**config.mk**
```make
export PLATFORM = sky130hd
export DESIGN_NAME = demux48_stream
export DESIGN_NICKNAME = d
export VERILOG_FILES = /design/src/rtl/demux48_pkg.sv /design/src/rtl/demux48_fifo.sv /design/src/rtl/demux48_stream.sv
export SDC_FILE = /design/constraint.sdc
export NUM_CORES = 1
export LEC_CHECK = 0
export ABC_AREA = 1
export CAP_MARGIN = 10
export CORE_ASPECT_RATIO = 0.8
export CORE_MARGIN = 2
export CORE_UTILIZATION = 55
export DETAILED_ROUTE_END_ITERATION = 16
export HOLD_SLACK_MARGIN = 0.15
export PLACE_DENSITY = 0.8
export SLEW_MARGIN = 20
export SYNTH_ARGS = -nofsm -noshare
export SYNTH_HDL_FRONTEND = slang
export SYNTH_SLANG_ARGS = --single-unit
```
**constraint.sdc**
```tcl
create_clock -name clk -period 3.6 [get_ports clk]
set_input_delay 0.72 -clock clk [delete_from_list [all_inputs] [get_ports clk]]
set_output_delay 0.72 -clock clk [all_outputs]
set_load 0.01 [all_outputs]
```
**src/rtl/demux48_pkg.sv**
```systemverilog
// rtl/demux48_pkg.sv - shared widths, types and helpers for the demux48 byte distributor
package demux48_pkg;

   localparam int DATA_W = 8;
   localparam int NCH    = 4;
   localparam int CNT_W  = 16;

   typedef logic [DATA_W-1:0] byte_t;
   typedef logic [1:0]        sel_t;
   typedef logic [CNT_W-1:0]  cnt_t;

   // Statistics counters stick at all-ones instead of wrapping.
   function automatic cnt_t sat_inc(input cnt_t c);
      return (c == '1) ? c : c + cnt_t'(1);
   endfunction

endpackage

```
**src/rtl/demux48_fifo.sv**
```systemverilog
// rtl/demux48_fifo.sv - single-channel synchronous FIFO with wrap-bit pointers
// DEPTH must be a power of two, at least 2.
module demux48_fifo
   import demux48_pkg::*;
#(
   parameter int DEPTH = 2
) (
   input  logic  clk,
   input  logic  reset,
   input  logic  push,
   input  byte_t din,
   output logic  full,
   input  logic  pop,
   output byte_t dout,
   output logic  empty
);

   localparam int AW = $clog2(DEPTH);

   logic [AW:0]   wr_ptr;
   logic [AW:0]   rd_ptr;
   byte_t         mem [DEPTH];
   logic [AW:0]   ptr_one;

   assign ptr_one = {{AW{1'b0}}, 1'b1};

   // One extra pointer bit separates full from empty when the indices match.
   assign full  = (wr_ptr[AW] != rd_ptr[AW]) && (wr_ptr[AW-1:0] == rd_ptr[AW-1:0]);
   assign empty = (wr_ptr == rd_ptr);
   assign dout  = mem[rd_ptr[AW-1:0]];

   always_ff @(posedge clk or posedge reset) begin
      if (reset) begin
         wr_ptr <= '0;
         rd_ptr <= '0;
         for (int i = 0; i < DEPTH; i++) begin
            mem[i] <= '0;
         end
      end else begin
         if (push && !full) begin
            mem[wr_ptr[AW-1:0]] <= din;
            wr_ptr              <= wr_ptr + ptr_one;
         end
         if (pop && !empty) begin
            rd_ptr <= rd_ptr + ptr_one;
         end
      end
   end

endmodule

```
**src/rtl/demux48_stream.sv**
```systemverilog
// rtl/demux48_stream.sv - 1-to-4 byte distributor with per-channel FIFOs
// Optional per-channel accepted-byte counters under DEMUX48_STATS_EN.
module demux48_stream
   import demux48_pkg::*;
#(
   parameter int DEPTH = 2
) (
   input  logic       clk,
   input  logic       reset,
   input  byte_t      d,
   input  sel_t       s,
   input  logic       in_valid,
   output logic       in_ready,
   output byte_t      y0,
   output byte_t      y1,
   output byte_t      y2,
   output byte_t      y3,
   output logic [3:0] y_valid,
`ifdef DEMUX48_STATS_EN
   input  logic [3:0] y_ready,
   output cnt_t       cnt0,
   output cnt_t       cnt1,
   output cnt_t       cnt2,
   output cnt_t       cnt3
`else
   input  logic [3:0] y_ready
`endif
);

   logic [NCH-1:0] full;
   logic [NCH-1:0] empty;
   logic [NCH-1:0] push;
   logic [NCH-1:0] pop;
   byte_t          dout [NCH];

   // Acceptance looks only at the addressed FIFO's registered state, so a
   // same-cycle pop on a full channel never frees room for this push.
   assign in_ready = !full[s];

   genvar gi;
   generate
      for (gi = 0; gi < NCH; gi++) begin : g_ch
         assign push[gi] = in_valid && in_ready && (s == sel_t'(gi));
         assign pop[gi]  = !empty[gi] && y_ready[gi];

         demux48_fifo #(
            .DEPTH (DEPTH)
         ) u_fifo (
            .clk   (clk),
            .reset (reset),
            .push  (push[gi]),
            .din   (d),
            .full  (full[gi]),
            .pop   (pop[gi]),
            .dout  (dout[gi]),
            .empty (empty[gi])
         );
      end
   endgenerate

   assign y_valid = ~empty;
   assign y0      = dout[0];
   assign y1      = dout[1];
   assign y2      = dout[2];
   assign y3      = dout[3];

`ifdef DEMUX48_STATS_EN
   cnt_t cnt_r [NCH];

   always_ff @(posedge clk or posedge reset) begin
      if (reset) begin
         for (int i = 0; i < NCH; i++) begin
            cnt_r[i] <= '0;
         end
      end else begin
         for (int i = 0; i < NCH; i++) begin
            if (push[i]) begin
               cnt_r[i] <= sat_inc(cnt_r[i]);
            end
         end
      end
   end

   assign cnt0 = cnt_r[0];
   assign cnt1 = cnt_r[1];
   assign cnt2 = cnt_r[2];
   assign cnt3 = cnt_r[3];
`endif

endmodule

```
---- After elaboration in Yosys (flattened, before gate mapping) ----
Cells that the tools add are included.
operators by class
  magnitude comparators ................... 13
  equality and inequality tests ........... 15
  reductions and logical operators ........ 35
  $add $sub $neg .......................... 8
  bitwise operators ....................... 9
  muxes and demuxes ....................... 26
operators by type and width
  kind                                                        number
  two-way mux 8 bit                                           16
  bitwise mux 16 bit                                          4
  demux 8 bit (select 1 bit)                                  4
  logical AND 1 bit                                           25
  adder 2 x 1 -> 2 bit, second input constant                 8
  >= comparator 2 bit, second input constant                  8
  inverter 1 -> 2 bit                                         8
  logical NOT 1 bit                                           9
  == test 2 bit                                               4
  less-than comparator 2 x 1 -> 1 bit, second input constant  4
  == test 1 bit                                               4
  == test 2 bit, second input constant                        2
  != test 1 bit                                               4
  inverter 4 bit                                              1
  less-than comparator 2 x 3 -> 1 bit, second input constant  1
  binary-select mux 1 bit (select 2 bit)                      1
  == test 2 x 1 -> 1 bit, second input constant               1
  logical NOT 2 bit                                           1
  two-way mux 1 bit                                           1
storage, ports and cells
  output and inout bits ................... 37
  input bits .............................. 17
  register bits after elaboration ......... 80

---- Logic depth before layout (Yosys ltp) ----
Gate-level depths: netlist of the first run.
  word-level depth ........................ 8
  mapped depth ............................ 12
  gate-level depth less buffers ........... 11

---- Modules after synthesis ----
A second synthesis of the first run with hierarchy kept.
unflattened totals
  cells, all modules ...................... 549
  area, all modules ....................... 4,147.7 um^2
by module, submodules not included
  module                              instances  sequential area each (um^2)  area each (um^2)  cells an instance
  demux48_fifo at g_ch[0].u_fifo ...  3          500.5                        999.7             129
  demux48_fifo at g_ch[3].u_fifo      1          500.5                        1,002.2           129
  demux48_stream                      1          0.0                          146.4             33

---- Least setup slack after synthesis of the first run ----
Ideal clock, no wire load.
  path type ............................... input-to-output
  start point ............................. input port s[1]
  end point ............................... output port in_ready
  arrival time ............................ 1,161 ps
  cell stages on the path ................. 6
  setup slack ............................. 1,719 ps
  buffers on the path ..................... 0
  data required time ...................... 2,880 ps
  path through ............................ inv_1 > nor2_1 > nand2_1 > nand2_1 > inv_1 > nand2_4
between the ends
  longest elaborated chain between the ends .. 3
RTL lines
  what                                     RTL line              RTL
  start, declared                          demux48_stream.sv:11  input sel_t s,
  binary-select mux 1 bit (select 2 bit)   demux48_stream.sv:38  assign in_ready = !full[s];
  two-way mux 1 bit (implied by the code)  demux48_stream.sv:38
  logical NOT 1 bit                        demux48_stream.sv:38
  end, declared                            demux48_stream.sv:13  output logic in_ready,
No other way between the ends. The select of a mux whose other input is x is not followed.

---- Worst setup path after layout of the first run ----
Same ends and word-level chain as after synthesis.

==> flow_summary.yaml, run 1 <==
outcome:
  result_of_the_run: "completed"
logic_synthesis:
  avgSynthCellArea_um2: 7.864
  synthesis.instances: 498
  yosys_register_bits: 80
  synth_fp_nets: 515
  yosysWarningCount: 0
  syn_area_mm2: 0.003916
  post_synth_num_cell_types: 20
  seq_area_frac_synth_pct: 51.12
layout:
  layout-drive-gt1-share_pct: 6.654
  layout_nets: 553
  antenna_cells_inserted: 0
  finalCoreUtilization_pct: 67.50
  fillCellCount: 564
  synthToLayoutAreaGrowth_pct: 18.79
placement:
  port-buffer-count: 53
  gp_routability_congestion: 0.7901
  detailedPlace.worstSlack_ps: 526.4
  post-dp-hpwl_mm: 5.988
clock_network:
  cts.sink_count: 80
  clockRootBuffer: "sky130_fd_sc_hd__clkbuf_8"
  cts.clk_slew.worst_paths_ps: 80
  cts_hold_bufs: 0
  max_buffers_root_to_sink: 2
  cts_tree: "built"
  cts_max_level: 3
  cts.repair_timing.setup_buffer_count: 0
  clk-insertion-delay-late_ps: 360
  ctsResizeCount: 0
  cts-buffers-inserted: 9
worst_setup_path:
  crit_type: "in2out"
  critPathRequiredTime_ps: 2880
  arrival_time_at_the_worst_endpoint_ps: 2360
  setup.worst_path.start_class: "input port"
  worst_setup_path_end_kind: "output port"
  critical_path.max_fanout: 5
sta:
  period_minus_slack_ps: 3079
  slew_at_the_pin_closest_to_its_max_slew_limit_ps: 576.6
  maxClockFrequency_ghz: 0.3247
  totalNegativeSetupSlack_ps: 0
  setup_repair_after_global_routing_missed_its_margin: "false"
  fin_ws_ps: 520.6
  period_utilisation_layout_pct: 85.54
  setup-violations-final: 0
  worst_hold_slack_ps: 486.5
  fin_worst_skew_ps: 13.34
  slew-limit-headroom_pct: 61.52
  report.final.slew_viol_count: 0
  report.final.hold_viol_count: 0
global_route:
  global_route_wire_length_before_repair_mm: 15.45
  overflow: 0
  grt_pass1_vias: 3155
  overall_track_demand_over_capacity_in_global_routing_pct: 25.04
  grt_antenna_before_repair: 0
  grt_max_degree: 81
pwr:
  netSwitchingPower_uw: 1719
  leakage_uw: 0.002393
  internal_power_component_uw: 2604
  power.density_mw_per_mm2: 929.3
  ir_worst_vdd_mv: 0.4545
  seq_power_share_pct: 39.1
  share_comb_of_total_power_pct: 43.8
  p_clk_share_pct: 17.1
  swShare_pct: 39.76
floorplan:
  initial_core_util_pct: 56.83
  ioPinCount: 54
  die_area_mm2: 0.007816
  die_height_um: 79.48
  core_region_area_mm2: 0.006892
  placement_rows: 27
  die_width_um: 98.34
hold_path:
  hold_class: "reg2reg"
detailed_routing:
  via_count: 3404
  avgViaCountPerCell: 5.420
  postRouteAntennaNets: 0
  initialDrtViolationCount: 210
  wl_mm: 9.379
  drt-wirelength-per-cell_um: 14.93
  detail_route.first_pass.iterations: 4
  drc_errors: 0
job:
  drv.max_cap_violation_count: 0
[cell usage after synthesis, drive strengths merged]
cell | n | share of area [%]
a21oi | 4 | 0.51
nand2 | 227 | 22
clkbuf | 8 | 0.77
xor2 | 8 | 1.8
inv | 41 | 3.9
nand4 | 38 | 6.7
nor2 | 17 | 3.0
o21ai | 48 | 6.1
dfrtp | 80 | 51
buf | 22 | 3.5
nand3 | 5 | 0.64
[power by group through the flow]
stage                     clock [uW]  combinational, uW  sequential (uW)
after floorplan                    0               1230             1530
after global placement             0               1840             1680
after detailed placement           0               1890             1690
after CTS                        751               1910             1680
after global routing             791               2130             1750
final                            739               1900             1690
[kinds of logic (layout without fill, tap and decap cells)]
family | Yosys count | count (layout) | share of synthesized area [%]
flops | 80 | 80 | 51.12
buf+inv | 71 | 114 | 8.179
simple gates | 287 | 287 | 32.27
compound gates | 52 | 52 | 6.645
xor+xnor | 8 | 8 | 1.789
[routing by layer]
layer | GRT usage, % | up-vias | share of wire [%]
met2 | 38.23 | 95 | 46
met5 | 0 | - | 0
met3 | 7.093 | 17 | 6.4
met1 | 34.76 | 1641 | 45
met4 | 8.356 | 0 | 2.1
li1 | - | 1651 | -
[registers in the layout (all words and copies together), names as in the netlist]
signal and count:
g_ch.u_fifo.mem 64, g_ch.u_fifo.rd_ptr 8, g_ch.u_fifo.wr_ptr 8
[cell usage in the layout, fill, tap and decap left out, drive strengths merged]
| cell | n |
|---|---|
| dfrtp | 80 |
| a21oi | 4 |
| buf | 4 |
| clkinv | 1 |
| clkinvlp | 2 |
| xor2 | 8 |
| nand4 | 38 |
| clkdlybuf4s50 | 53 |
| nand2 | 227 |
| clkbuf | 10 |
| o21ai | 48 |
| nand3 | 5 |
| bufinv | 2 |
| inv | 42 |
| nor2 | 17 |
[per-stage QoR]
| step | instances | power (uW) | instance area [um2] |
|---|---|---|---|
| detailed placement | 612 | 3583 | 4432 |
| floorplan | 498 | 2757 | 3916 |
| finish | 628 | 4323 | 4652 |
| CTS | 628 | 4341 | 4652 |
| global placement | 612 | 3521 | 4432 |
| global route | 628 | 4665 | 4652 |
[worst paths after layout]
path,start,end,slack (ps),cells after the start
worst max-delay path,s[1],in_ready,520,8
worst max register to register,g_ch[0].u_fifo.rd_ptr[0],g_ch[0].u_fifo.mem[14],1440,9
worst min register to register,g_ch[3].u_fifo.mem[12],g_ch[3].u_fifo.mem[12],490,2
max in group asynchronous,reset,g_ch[0].u_fifo.mem[13],2490,3
min in group asynchronous,reset,g_ch[1].u_fifo.mem[10],780,3
worst min-delay path,g_ch[3].u_fifo.mem[12],g_ch[3].u_fifo.mem[12],490,2
[worst max-delay path: stages]
cell,delay (ps)
sky130_fd_sc_hd__clkdlybuf4s50_1,530
sky130_fd_sc_hd__inv_1,70
sky130_fd_sc_hd__nor2_1,120
sky130_fd_sc_hd__nand2_1,80
sky130_fd_sc_hd__nand2_1,100
sky130_fd_sc_hd__inv_1,80
sky130_fd_sc_hd__nand2_4,100
sky130_fd_sc_hd__clkdlybuf4s50_1,540
[layout make-up]
type | instances | area, um2 | share of cell area (%)
tap | 87 | 108.9 | 2.340
inverter | 41 | 153.9 | 3.308
clock buffer | 10 | 127.6 | 2.743
sequential | 80 | 2002 | 43.03
clock inverter | 6 | 92.59 | 1.990
timing repair buffer | 57 | 573.1 | 12.32
multi-input combinational | 347 | 1594 | 34.27
(Power assumes the default switching activity.)
==> run 2, diff against run 1 <==
GPL_TIMING_DRIVEN = 0   (was unset)
==> flow_summary.yaml, run 2 (synthesis gave the netlist of run 1 again) <==
floorplan:
  placement_rows: 27
  die_area_mm2: 0.007816
  die_width_um: 98.34
  die_height_um: 79.48
  core_region_area_mm2: 0.006892
  ioPinCount: 54
  initial_core_util_pct: 56.83
clock_network:
  max_buffers_root_to_sink: 2
  clockRootBuffer: "sky130_fd_sc_hd__clkbuf_8"
  cts.clk_slew.worst_paths_ps: 80
  clk-insertion-delay-late_ps: 360
  cts_max_level: 3
  cts.sink_count: 80
  cts_hold_bufs: 0
  cts.repair_timing.setup_buffer_count: 0
  ctsResizeCount: 0
  cts-buffers-inserted: 9
  cts_tree: "built"
layout:
  synthToLayoutAreaGrowth_pct: 19.58
  layout_common_cells: "sky130_fd_sc_hd__nand2_1 (226), sky130_fd_sc_hd__dfrtp_1 (80), sky130_fd_sc_hd__o21ai_0 (48)"
  final_common_cell: "sky130_fd_sc_hd__nand2_1"
  post-route-cell-area_mm2: 0.004683
  reg.largest.list: "g_ch.u_fifo.mem x64, g_ch.u_fifo.rd_ptr x8, g_ch.u_fifo.wr_ptr x8"
  antenna_cells_inserted: 0
  layout-drive-gt1-share_pct: 9.660
  layout_nets: 571
  max_flop_register: "g_ch.u_fifo.mem"
  largest_reg_flops: 64
worst_setup_path:
  crit_type: "in2out"
  arrival_time_at_the_worst_endpoint_ps: 2370
  worst_setup_path_end_kind: "output port"
  critical_path.max_fanout: 5
  critical_path.max_stage_delay_ps: 550
  critical-path-slowest-cell: "sky130_fd_sc_hd__clkdlybuf4s50_1"
  setup.worst_path.start_class: "input port"
  critPathRequiredTime_ps: 2880
  path_cells: "clkdlybuf4s50_1 -> inv_1 -> nor2_1 -> nand2_1 -> nand2_1 -> inv_1 -> nand2_4 -> clkdlybuf4s50_1"
detailed_routing:
  via_count: 3427
  detail_route.first_pass.iterations: 4
  wl_mm: 9.434
  drc_errors: 0
  initialDrtViolationCount: 282
  postRouteAntennaNets: 0
  avgViaCountPerCell: 5.305
  drt-wirelength-per-cell_um: 14.60
placement:
  port-buffer-count: 44
  gp_routability_congestion: 0.8365
  detailed_place.area_mm2: 0.004496
  post-dp-hpwl_mm: 6.343
global_route:
  grt_max_degree: 49
  overall_track_demand_over_capacity_in_global_routing_pct: 26.09
  global_route_wire_length_before_repair_mm: 16.08
  overflow: 0
  grt_pass1_vias: 3297
  grt_antenna_before_repair: 0
sta:
  setup-violations-final: 0
  maxClockFrequency_ghz: 0.3236
  period_utilisation_layout_pct: 85.85
  report.final.hold_viol_count: 0
  slew-limit-headroom_pct: 63.60
  report.final.slew_viol_count: 0
  fin_worst_skew_ps: 14.61
  period_minus_slack_ps: 3090
  slew_at_the_pin_closest_to_its_max_slew_limit_ps: 546.0
  setup_repair_after_global_routing_missed_its_margin: "false"
hold_path:
  hold_class: "reg2reg"
pwr:
  power.density_mw_per_mm2: 914.9
  leakage_uw: 0.002435
  ir_worst_vdd_mv: 0.5204
  design_power_total_uw: 4285
outcome:
  result_of_the_run: "completed"
job:
  drv.max_cap_violation_count: 0
## run 2: power breakdown
| part | total, uW | internal (uW) | switching (uW) |
|---|---|---|---|
| logic | 2070 | 926 | 1150 |
| registers | 1580 | 1340 | 239 |
| clock network | 633 | 276 | 357 |
| total | 4280 | 2540 | 1740 |
## run 2: worst paths after layout
kind / start / endpoint / slack (ps) / cells after the start
hold / removal: g_ch[3].u_fifo.mem[6] / g_ch[3].u_fifo.mem[6] / 480 / 2
max in group asynchronous: reset / g_ch[3].u_fifo.mem[14] / 2300 / 3
min in group asynchronous: reset / g_ch[1].u_fifo.mem[14] / 700 / 2
setup / recovery: s[1] / in_ready / 510 / 8
setup reg to reg: g_ch[0].u_fifo.rd_ptr[0] / g_ch[3].u_fifo.mem[1] / 1890 / 12
hold reg to reg: g_ch[3].u_fifo.mem[6] / g_ch[3].u_fifo.mem[6] / 480 / 2
## run 2: final cells by class
type                            count  area [um2]
Tap cell                           87       108.9
Inverter                           41       156.4
Clock buffer                       10       137.6
Timing Repair Buffer               45       467.9
Multi-Input combinational cell    347        1594
Fill cell                         583        2208
Clock inverter                      6       50.05
Buffer                             30       166.4
Sequential cell                    80        2002
## run 2: routing by layer
layer	vias to the layer above	GRT usage [%]	part of all wire, %
met1	1610	36.75	46
met3	13	7.093	6.9
li1	1698	-	-
met5	-	0	0
met2	106	40.41	46
met4	0	6.712	1.3
## run 2: through the flow
stage                     utilization (%)  std cells  hold slack, ps  setup slack [ps]  TNS [ps]
after floorplan                         -        498           449.3             828.3         0
after global placement              64.80        629           463.3            -435.3    -34490
after global routing                67.96        646           505.8             398.4         0
after detailed placement            65.23        630           465.9             522.9         0
final                               67.96        646           482.9             509.5         0
after CTS                           67.96        646           487.6             516.6         0
## run 2: worst max-delay path, delay by kind of cell
family	cells	cell delay, ps
buffers and inverters	4	1230
AND/OR/NAND/NOR	4	420
==> run 3, diff against run 2 <==
==> constraint.sdc (replaced) <==
create_clock -name clk -period 3.6 [get_ports clk]
set_input_delay 0.9 -clock clk [delete_from_list [all_inputs] [get_ports clk]]
set_output_delay 0.9 -clock clk [all_outputs]
set_load 0.01 [all_outputs]
==> results of run 3 <==
The final DEF is identical to that of run 2. Status: completed.
Main changes from that run: setup slack after placement 522.9 ps -> 162.9 ps; setup slack after layout 509.5 ps -> 149.5 ps
